[config.mk]
export PLATFORM = sky130hd
export DESIGN_NAME = control_sequencer
export DESIGN_NICKNAME = d
export VERILOG_FILES = /design/src/rtl/cpu_pkg.sv /design/src/rtl/reg_select_decoder.sv /design/src/rtl/control_sequencer.sv
export SDC_FILE = /design/constraint.sdc
export NUM_CORES = 1
export LEC_CHECK = 0
export ABC_AREA = 1
export CAP_MARGIN = 0
export CORE_MARGIN = 8
export CORE_UTILIZATION = 33
export DETAILED_ROUTE_END_ITERATION = 7
export GPL_TIMING_DRIVEN = 0
export HOLD_SLACK_MARGIN = 0.06
export PLACE_DENSITY = 0.75
export SLEW_MARGIN = 25
export SYNTH_ARGS = -nofsm -noshare
export SYNTH_HDL_FRONTEND = slang
export SYNTH_SLANG_ARGS = --single-unit
[constraint.sdc]
create_clock -name clock -period 1.9 [get_ports clock]
set_input_delay 0.285 -clock clock [delete_from_list [all_inputs] [get_ports clock]]
set_output_delay 0.285 -clock clock [all_outputs]
set_load 0.005 [all_outputs]
[src/rtl/cpu_pkg.sv]
// -----------------------------------------------------------------------------
// cpu_pkg
// Shared definitions for the 32-bit RISC CPU control path:
//   - IR field bit positions (opcode, Ra, Rb, Rc)
//   - 5-bit opcode encodings
//   - control_sequencer step encoding (T0..T7, HALT)
//   - opcode classification used to select the execute sequence
// -----------------------------------------------------------------------------
package cpu_pkg;

   // IR field positions
   localparam int OP_MSB = 31;
   localparam int OP_LSB = 27;
   localparam int RA_MSB = 26;
   localparam int RA_LSB = 23;
   localparam int RB_MSB = 22;
   localparam int RB_LSB = 19;
   localparam int RC_MSB = 18;
   localparam int RC_LSB = 15;

   // Opcodes
   localparam logic [4:0] OP_LD   = 5'b00000;
   localparam logic [4:0] OP_ST   = 5'b00001;
   localparam logic [4:0] OP_ADD  = 5'b00010;
   localparam logic [4:0] OP_SUB  = 5'b00011;
   localparam logic [4:0] OP_AND  = 5'b00100;
   localparam logic [4:0] OP_OR   = 5'b00101;
   localparam logic [4:0] OP_SHR  = 5'b00110;
   localparam logic [4:0] OP_SHL  = 5'b00111;
   localparam logic [4:0] OP_ROR  = 5'b01000;
   localparam logic [4:0] OP_ROL  = 5'b01001;
   localparam logic [4:0] OP_ADDI = 5'b01010;
   localparam logic [4:0] OP_ANDI = 5'b01011;
   localparam logic [4:0] OP_ORI  = 5'b01100;
   localparam logic [4:0] OP_MUL  = 5'b01101;
   localparam logic [4:0] OP_DIV  = 5'b01110;
   localparam logic [4:0] OP_NEG  = 5'b01111;
   localparam logic [4:0] OP_NOT  = 5'b10000;
   localparam logic [4:0] OP_JR   = 5'b10001;
   localparam logic [4:0] OP_IN   = 5'b10010;
   localparam logic [4:0] OP_MFHI = 5'b10011;
   localparam logic [4:0] OP_MFLO = 5'b10100;
   localparam logic [4:0] OP_NOP  = 5'b10101;
   localparam logic [4:0] OP_HALT = 5'b10110;

   // Sequencer steps
   localparam logic [3:0] ST_T0   = 4'd0;
   localparam logic [3:0] ST_T1   = 4'd1;
   localparam logic [3:0] ST_T2   = 4'd2;
   localparam logic [3:0] ST_T3   = 4'd3;
   localparam logic [3:0] ST_T4   = 4'd4;
   localparam logic [3:0] ST_T5   = 4'd5;
   localparam logic [3:0] ST_T6   = 4'd6;
   localparam logic [3:0] ST_T7   = 4'd7;
   localparam logic [3:0] ST_HALT = 4'd8;

   // Execute-sequence families
   typedef enum logic [2:0] {
      CLS_ALU3,
      CLS_IMM,
      CLS_UNARY,
      CLS_MULDIV,
      CLS_LOAD,
      CLS_STORE,
      CLS_SINGLE,
      CLS_UNDEF
   } op_class_t;

   function automatic op_class_t classify(input logic [4:0] op);
      op_class_t c;
      case (op)
         OP_ADD, OP_SUB, OP_AND, OP_OR,
         OP_SHR, OP_SHL, OP_ROR, OP_ROL:    c = CLS_ALU3;
         OP_ADDI, OP_ANDI, OP_ORI:          c = CLS_IMM;
         OP_NEG, OP_NOT:                    c = CLS_UNARY;
         OP_MUL, OP_DIV:                    c = CLS_MULDIV;
         OP_LD:                             c = CLS_LOAD;
         OP_ST:                             c = CLS_STORE;
         OP_JR, OP_IN, OP_MFHI, OP_MFLO,
         OP_NOP, OP_HALT:                   c = CLS_SINGLE;
         default:                           c = CLS_UNDEF;
      endcase
      return c;
   endfunction

   // Immediate forms reuse the ALU code of their register-register sibling
   function automatic logic [4:0] imm_alu_op(input logic [4:0] op);
      logic [4:0] a;
      case (op)
         OP_ANDI: a = OP_AND;
         OP_ORI:  a = OP_OR;
         default: a = OP_ADD;
      endcase
      return a;
   endfunction

endpackage

[src/rtl/reg_select_decoder.sv]
// -----------------------------------------------------------------------------
// reg_select_decoder
// Turns a 4-bit register number into a 16-bit one-hot select.
//   field   in  4   register number
//   en      in  1   when low the output is all zeros
//   onehot  out 16  bit n high when en=1 and field=n
// -----------------------------------------------------------------------------
module reg_select_decoder (
   input  logic [3:0]  field,
   input  logic        en,
   output logic [15:0] onehot
);

   always_comb begin
      onehot = '0;
      if (en) onehot[field] = 1'b1;
   end

endmodule

[src/rtl/control_sequencer.sv]
// -----------------------------------------------------------------------------
// control_sequencer
// Hardwired control unit for the 32-bit RISC CPU. Steps the fetch (T0-T2) and
// execute (T3-T7) sequences decoded from the IR and drives every datapath
// strobe as a combinational function of the step register and ir.
//
// Ports
//   clock, clear            rising-edge clock, synchronous active-high reset
//   ir[31:0]                IR contents (opcode, Ra, Rb, Rc)
//   mem_ready               memory finished the current Read/Write
//   stop                    halt request, taken at an instruction boundary
//   *out, CSignOut          bus source selects (at most one high)
//   Rout[15:0], Rin[15:0]   one-hot register bus select / load enable
//   MARin..Write            datapath enables and memory strobes
//   alu_op[4:0]             ALU opcode
//   run                     low only in HALT
//   instr_done              one-cycle pulse on the last step of an instruction
//   illegal                 sticky undefined-opcode flag
//
// Build option: define ILLEGAL_TRAP_EN to trap undefined opcodes (10111-11111)
// into HALT with illegal=1; otherwise they execute as nop and illegal is 0.
// -----------------------------------------------------------------------------
module control_sequencer
   import cpu_pkg::*;
(
   input  logic        clock,
   input  logic        clear,
   input  logic [31:0] ir,
   input  logic        mem_ready,
   input  logic        stop,
   output logic        PCout,
   output logic        Zhighout,
   output logic        Zlowout,
   output logic        MDRout,
   output logic        HIout,
   output logic        LOout,
   output logic        Yout,
   output logic        InPortout,
   output logic        CSignOut,
   output logic [15:0] Rout,
   output logic [15:0] Rin,
   output logic        MARin,
   output logic        PCin,
   output logic        MDRin,
   output logic        IRin,
   output logic        Yin,
   output logic        HIin,
   output logic        LOin,
   output logic        ZHighIn,
   output logic        ZLowIn,
   output logic        IncPC,
   output logic        Read,
   output logic        Write,
   output logic [4:0]  alu_op,
   output logic        run,
   output logic        instr_done,
   output logic        illegal
);

   logic [3:0] state;
   logic [3:0] state_nxt;
   logic [4:0] opcode;
   logic [3:0] ra, rb, rc;
   op_class_t  cls;
   logic       rout_en;
   logic [3:0] rout_field;
   logic       rin_en;
   logic       done;
   logic       halt_req;
   logic       ir_unused;

   assign opcode    = ir[OP_MSB:OP_LSB];
   assign ra        = ir[RA_MSB:RA_LSB];
   assign rb        = ir[RB_MSB:RB_LSB];
   assign rc        = ir[RC_MSB:RC_LSB];
   assign cls       = classify(opcode);
   assign ir_unused = ^ir[RC_LSB-1:0];

`ifdef ILLEGAL_TRAP_EN
   logic illegal_set;
   logic illegal_q;
`endif

   // Step decode: everything stays 0 while clear is high so an abort never
   // leaves a partial strobe on the datapath.
   always_comb begin
      PCout      = 1'b0;
      Zhighout   = 1'b0;
      Zlowout    = 1'b0;
      MDRout     = 1'b0;
      HIout      = 1'b0;
      LOout      = 1'b0;
      Yout       = 1'b0;
      InPortout  = 1'b0;
      CSignOut   = 1'b0;
      MARin      = 1'b0;
      PCin       = 1'b0;
      MDRin      = 1'b0;
      IRin       = 1'b0;
      Yin        = 1'b0;
      HIin       = 1'b0;
      LOin       = 1'b0;
      ZHighIn    = 1'b0;
      ZLowIn     = 1'b0;
      IncPC      = 1'b0;
      Read       = 1'b0;
      Write      = 1'b0;
      alu_op     = 5'd0;
      rout_en    = 1'b0;
      rout_field = ra;
      rin_en     = 1'b0;
      done       = 1'b0;
      halt_req   = 1'b0;
      state_nxt  = state;
`ifdef ILLEGAL_TRAP_EN
      illegal_set = 1'b0;
`endif
      if (!clear) begin
         case (state)
            ST_T0: begin
               PCout = 1'b1; MARin = 1'b1; IncPC = 1'b1;
               state_nxt = ST_T1;
            end
            ST_T1: begin
               Read = 1'b1; MDRin = 1'b1;
               if (mem_ready) state_nxt = ST_T2;
            end
            ST_T2: begin
               MDRout = 1'b1; IRin = 1'b1;
               state_nxt = ST_T3;
            end
            ST_T3: begin
               case (cls)
                  CLS_ALU3, CLS_IMM, CLS_LOAD, CLS_STORE: begin
                     rout_en = 1'b1; rout_field = rb; Yin = 1'b1;
                     state_nxt = ST_T4;
                  end
                  CLS_UNARY: begin
                     rout_en = 1'b1; rout_field = rb;
                     alu_op = opcode; ZLowIn = 1'b1;
                     state_nxt = ST_T4;
                  end
                  CLS_MULDIV: begin
                     rout_en = 1'b1; rout_field = ra; Yin = 1'b1;
                     state_nxt = ST_T4;
                  end
                  CLS_SINGLE: begin
                     done = 1'b1;
                     case (opcode)
                        OP_JR:   begin rout_en = 1'b1; PCin = 1'b1; end
                        OP_IN:   begin InPortout = 1'b1; rin_en = 1'b1; end
                        OP_MFHI: begin HIout = 1'b1; rin_en = 1'b1; end
                        OP_MFLO: begin LOout = 1'b1; rin_en = 1'b1; end
                        OP_HALT: halt_req = 1'b1;
                        default: ;
                     endcase
                  end
                  default: begin
`ifdef ILLEGAL_TRAP_EN
                     illegal_set = 1'b1;
                     state_nxt   = ST_HALT;
`else
                     done = 1'b1;
`endif
                  end
               endcase
            end
            ST_T4: begin
               state_nxt = ST_T5;
               case (cls)
                  CLS_ALU3: begin
                     rout_en = 1'b1; rout_field = rc;
                     alu_op = opcode; ZLowIn = 1'b1;
                  end
                  CLS_IMM: begin
                     CSignOut = 1'b1; alu_op = imm_alu_op(opcode); ZLowIn = 1'b1;
                  end
                  CLS_UNARY: begin
                     Zlowout = 1'b1; rin_en = 1'b1; done = 1'b1;
                  end
                  CLS_MULDIV: begin
                     rout_en = 1'b1; rout_field = rb; alu_op = opcode;
                     ZHighIn = 1'b1; ZLowIn = 1'b1;
                  end
                  CLS_LOAD, CLS_STORE: begin
                     CSignOut = 1'b1; alu_op = OP_ADD; ZLowIn = 1'b1;
                  end
                  default: state_nxt = ST_T0;
               endcase
            end
            ST_T5: begin
               state_nxt = ST_T6;
               case (cls)
                  CLS_ALU3, CLS_IMM: begin
                     Zlowout = 1'b1; rin_en = 1'b1; done = 1'b1;
                  end
                  CLS_MULDIV:          begin Zlowout = 1'b1; LOin = 1'b1; end
                  CLS_LOAD, CLS_STORE: begin Zlowout = 1'b1; MARin = 1'b1; end
                  default:             state_nxt = ST_T0;
               endcase
            end
            ST_T6: begin
               state_nxt = ST_T7;
               case (cls)
                  CLS_MULDIV: begin Zhighout = 1'b1; HIin = 1'b1; done = 1'b1; end
                  CLS_LOAD: begin
                     Read = 1'b1; MDRin = 1'b1;
                     if (!mem_ready) state_nxt = ST_T6;
                  end
                  CLS_STORE: begin rout_en = 1'b1; MDRin = 1'b1; end
                  default:   state_nxt = ST_T0;
               endcase
            end
            ST_T7: begin
               state_nxt = ST_T0;
               case (cls)
                  CLS_LOAD: begin MDRout = 1'b1; rin_en = 1'b1; done = 1'b1; end
                  CLS_STORE: begin
                     Write = 1'b1;
                     if (mem_ready) done = 1'b1;
                     else           state_nxt = ST_T7;
                  end
                  default: ;
               endcase
            end
            ST_HALT: ;
            default: state_nxt = ST_T0;
         endcase
         // Instruction boundary: the only place stop is looked at.
         if (done) state_nxt = (stop || halt_req) ? ST_HALT : ST_T0;
      end
   end

   assign instr_done = done;
   assign run        = clear || (state != ST_HALT);

   reg_select_decoder u_rout_dec (
      .field  (rout_field),
      .en     (rout_en),
      .onehot (Rout)
   );

   reg_select_decoder u_rin_dec (
      .field  (ra),
      .en     (rin_en),
      .onehot (Rin)
   );

   always_ff @(posedge clock) begin
      if (clear) state <= ST_T0;
      else       state <= state_nxt;
   end

`ifdef ILLEGAL_TRAP_EN
   always_ff @(posedge clock) begin
      if (clear)            illegal_q <= 1'b0;
      else if (illegal_set) illegal_q <= 1'b1;
   end
   assign illegal = illegal_q && !clear;
`else
   assign illegal = 1'b0;
`endif

endmodule

==> impl_metrics.yaml <==
timing:
  fin_crit_sh_pct: 134.1
  fin_crit_ns: 2.547
  finalMaxSlewViolations: 0
  tns_ns: -23.01
  max-slew-margin-rel_pct: 63.89
  worst_pin_slew_ns: 0.5360
  rsz0062_at_grt: "yes"
  setup_viol: 50
  max_freq_mhz: 392.6
  holdWs_ns: 0.4194
  finClkSkew_ns: 0.001962
  hold_viol_final: 0
  fin_ws_ns: -0.6471
layout:
  top_register: "state"
  final_net_count: 507
  finish.utilization_pct: 82.87
  syn_to_final_growth_pct: 143.9
  antennaDiodeCount: 0
  drive_gt1_share_pct: 62.90
  final_cell_mix: "buf_4 (54), buf_2 (45), nor2_1 (39)"
  final_common_cell: "buf_4"
  top_regs: "state (4)"
  largest_reg_flops: 4
power:
  clkPwrFrac_pct: 15.1
  power_frac_comb_pct: 75.6
  p_total_mw: 1.160
  ir_drop_v: 0.0002380
  p_seq_share_pct: 9.3
  p_switching_mw: 0.5488
  cellPowerDensity_nw_per_um2: 325.9
  p_sw_share_pct: 47.33
  p_leak_nw: 1.726
  p_int_mw: 0.6107
setup_path:
  critical_path.max_fanout: 4
  r2r-end: "state[1]"
  cp.arrival_ns: 2.26
  cpMaxStageDelayCell: "dfxtp_2"
  cp.required_ns: 1.62
  criticalPathCategory: "register to primary output"
  crit_path_frequent_cell: "inv_1"
  critPathCaptureType: "primary output"
  cp_slowest_stage_delay_ns: 0.36
  r2r_start: "state[2]"
  crit_chain: "inv_1, nor2_1, inv_1, nor2_4, inv_1, nor2_2, inv_2, o211ai_1, nand2_1, buf_6, nor2_4, nand2_2, nor2_1, buf_2"
  r2r_slack_ns: -0.16
  crit_path_start_kind: "register"
  r2r_cells: 14
floorplanning:
  core.rowCount: 24
  ios: 97
  dieArea_um2: 6805
  die_x_um: 82.49
  core-area_um2: 4294
  die_h_um: 82.49
  floorplan.initialDensity_pct: 33.97
min_path:
  hold_path_depth: 2
  hp-start: "clear"
  worstHoldEndpoint: "state[3]"
  hp-class: "input port to register"
synth:
  synth_edf_count: 0
  yosysSeqAreaShare_pct: 5.489
  ys_ff_latch: 4
  synth_top_area_share_pct: 22.13
  ys.flop_type: "dfxtp_1"
  syn_area_per_cell_um2: 4.631
  yosys_warnings: 0
  ys_async_sr_fraction_pct: 0
  yosysTopAreaCell: "nor2_1"
  yosys.cell_types.count: 30
  synthTopCellsByArea: "nor2_1 (22%), nand2_1 (17%), inv_1 (12%)"
  syn_inst: 315
  synthesis.area_um2: 1459
global_routing:
  grt_pass1_wl_um: 12800
  grt_overflow: 0
  grt_pass1_vias: 2701
  grt_max_degree: 11
  grt_usage_pct: 23.14
  antenna_found_initial: 0
route:
  drc: 0
  dr.pass1.iters: 6
  wirelength_um: 10540
  viasPerCell: 6.046
  wl_per_cell_um: 20.23
  drt_iter0_markers: 505
  ant_nets: 0
  num_vias: 3150
status:
  violations: "negative setup slack"
  status: "complete, but fails checks"
clock_network:
  clk_latency_ns: 0.21
  cts_tree: "built"
  cts_buffer_depth: 2
  cts-htree-levels: 1
  cts_sinks: 4
  ctsRootBufferMaster: "clkbuf_8"
  clk_pin_slew_ns: 0.03
  cts_inserted_buffers: 3
placement:
  routabilityCongestion: 0.9440
  dp_hpwl_um: 4828
  place_ws_ns: -1.539
  portBuffers: 75
run:
  cap_violations: 0
-- per-layer routing --
| layer | share of wire, % | vias up | global-route usage (%) | wire (µm) |
|---|---|---|---|---|
| met4 | 8.0 | 0 | 9.828 | 840 |
| met3 | 12 | 112 | 2.056 | 1229 |
| li1 | - | 1298 | - | - |
| met1 | 33 | 1427 | 27.93 | 3463 |
| met5 | 0 | - | 0 | 0 |
| met2 | 47 | 313 | 40.80 | 5005 |
-- power by group through the flow --
stage,clock (mW),sequential (mW),combinational [mW]
floorplan,0,0.103,0.323
global placement,0,0.105,0.470
detailed placement,0,0.105,0.474
CTS,0.176,0.107,0.701
global route,0.183,0.109,0.913
finish,0.175,0.108,0.877
-- worst max-delay path: cells and delay by family (launching register included) --
kind / cells / cell delay (ns)
flops: 1 / 0.36
simple gates: 7 / 0.89
buf+inv: 6 / 0.63
compound gates: 1 / 0.16
-- what timing repair did --
action | CTS | global route
hold buffers | 0 | 0
hold endpoints to repair | 0 | 0
pin swaps | 63 | 58
setup buffers | 61 | 20
setup endpoints to repair | 62 | 56
cloned | 1 | 0
gates resized for setup | 304 | 107
-- per-stage QoR --
step	cells	area, µm²
after floorplan	316	1650
after global placement	443	2466
after detailed placement	443	2466
after CTS	506	3178
after global routing	521	3558
final	521	3558
-- worst max-delay path by stage --
stage,startpoint,end,slack (ns)
2_1_floorplan,state[2],Rout[0],-0.05
3_3_place_gp,ir[30],Rout[10],-1.50
3_5_place_dp,ir[30],Rout[10],-1.54
4_1_cts,state[2],Rout[9],-0.45
5_1_grt,state[3],Rout[6],-0.84
6_report,state[1],Rout[10],-0.65
-- cell type report --
cell class | instances | area, µm²
Multi-Input combinational cell | 248 | 1777
Timing Repair Buffer | 151 | 1234
Fill cell | 238 | 735.7
Buffer | 10 | 115.1
Sequential cell | 4 | 87.58
Tap cell | 52 | 65.06
Clock buffer | 3 | 41.29
Inverter | 53 | 239.0
-- Yosys cell counts, types with 4 or more instances --
| master | instances |
|---|---|
| a21oi_1 | 13 |
| buf_2 | 4 |
| buf_4 | 4 |
| dfxtp_1 | 4 |
| inv_1 | 45 |
| inv_2 | 7 |
| nand2_1 | 67 |
| nand2_2 | 7 |
| nand3_1 | 32 |
| nand4_1 | 8 |
| nor2_1 | 86 |
| nor2_2 | 5 |
| nor3_1 | 6 |
| o21ai_0 | 5 |
-- logic make-up after synthesis --
| logic type | share of synthesized area (%) |
|---|---|
| buffers and inverters | 17.84 |
| flip-flops | 5.489 |
| AO/OA/AOI/OAI | 11.84 |
| AND/OR/NAND/NOR | 64.58 |
| other | 0.2570 |
No activity file was read; power rests on OpenSTA's default activity.
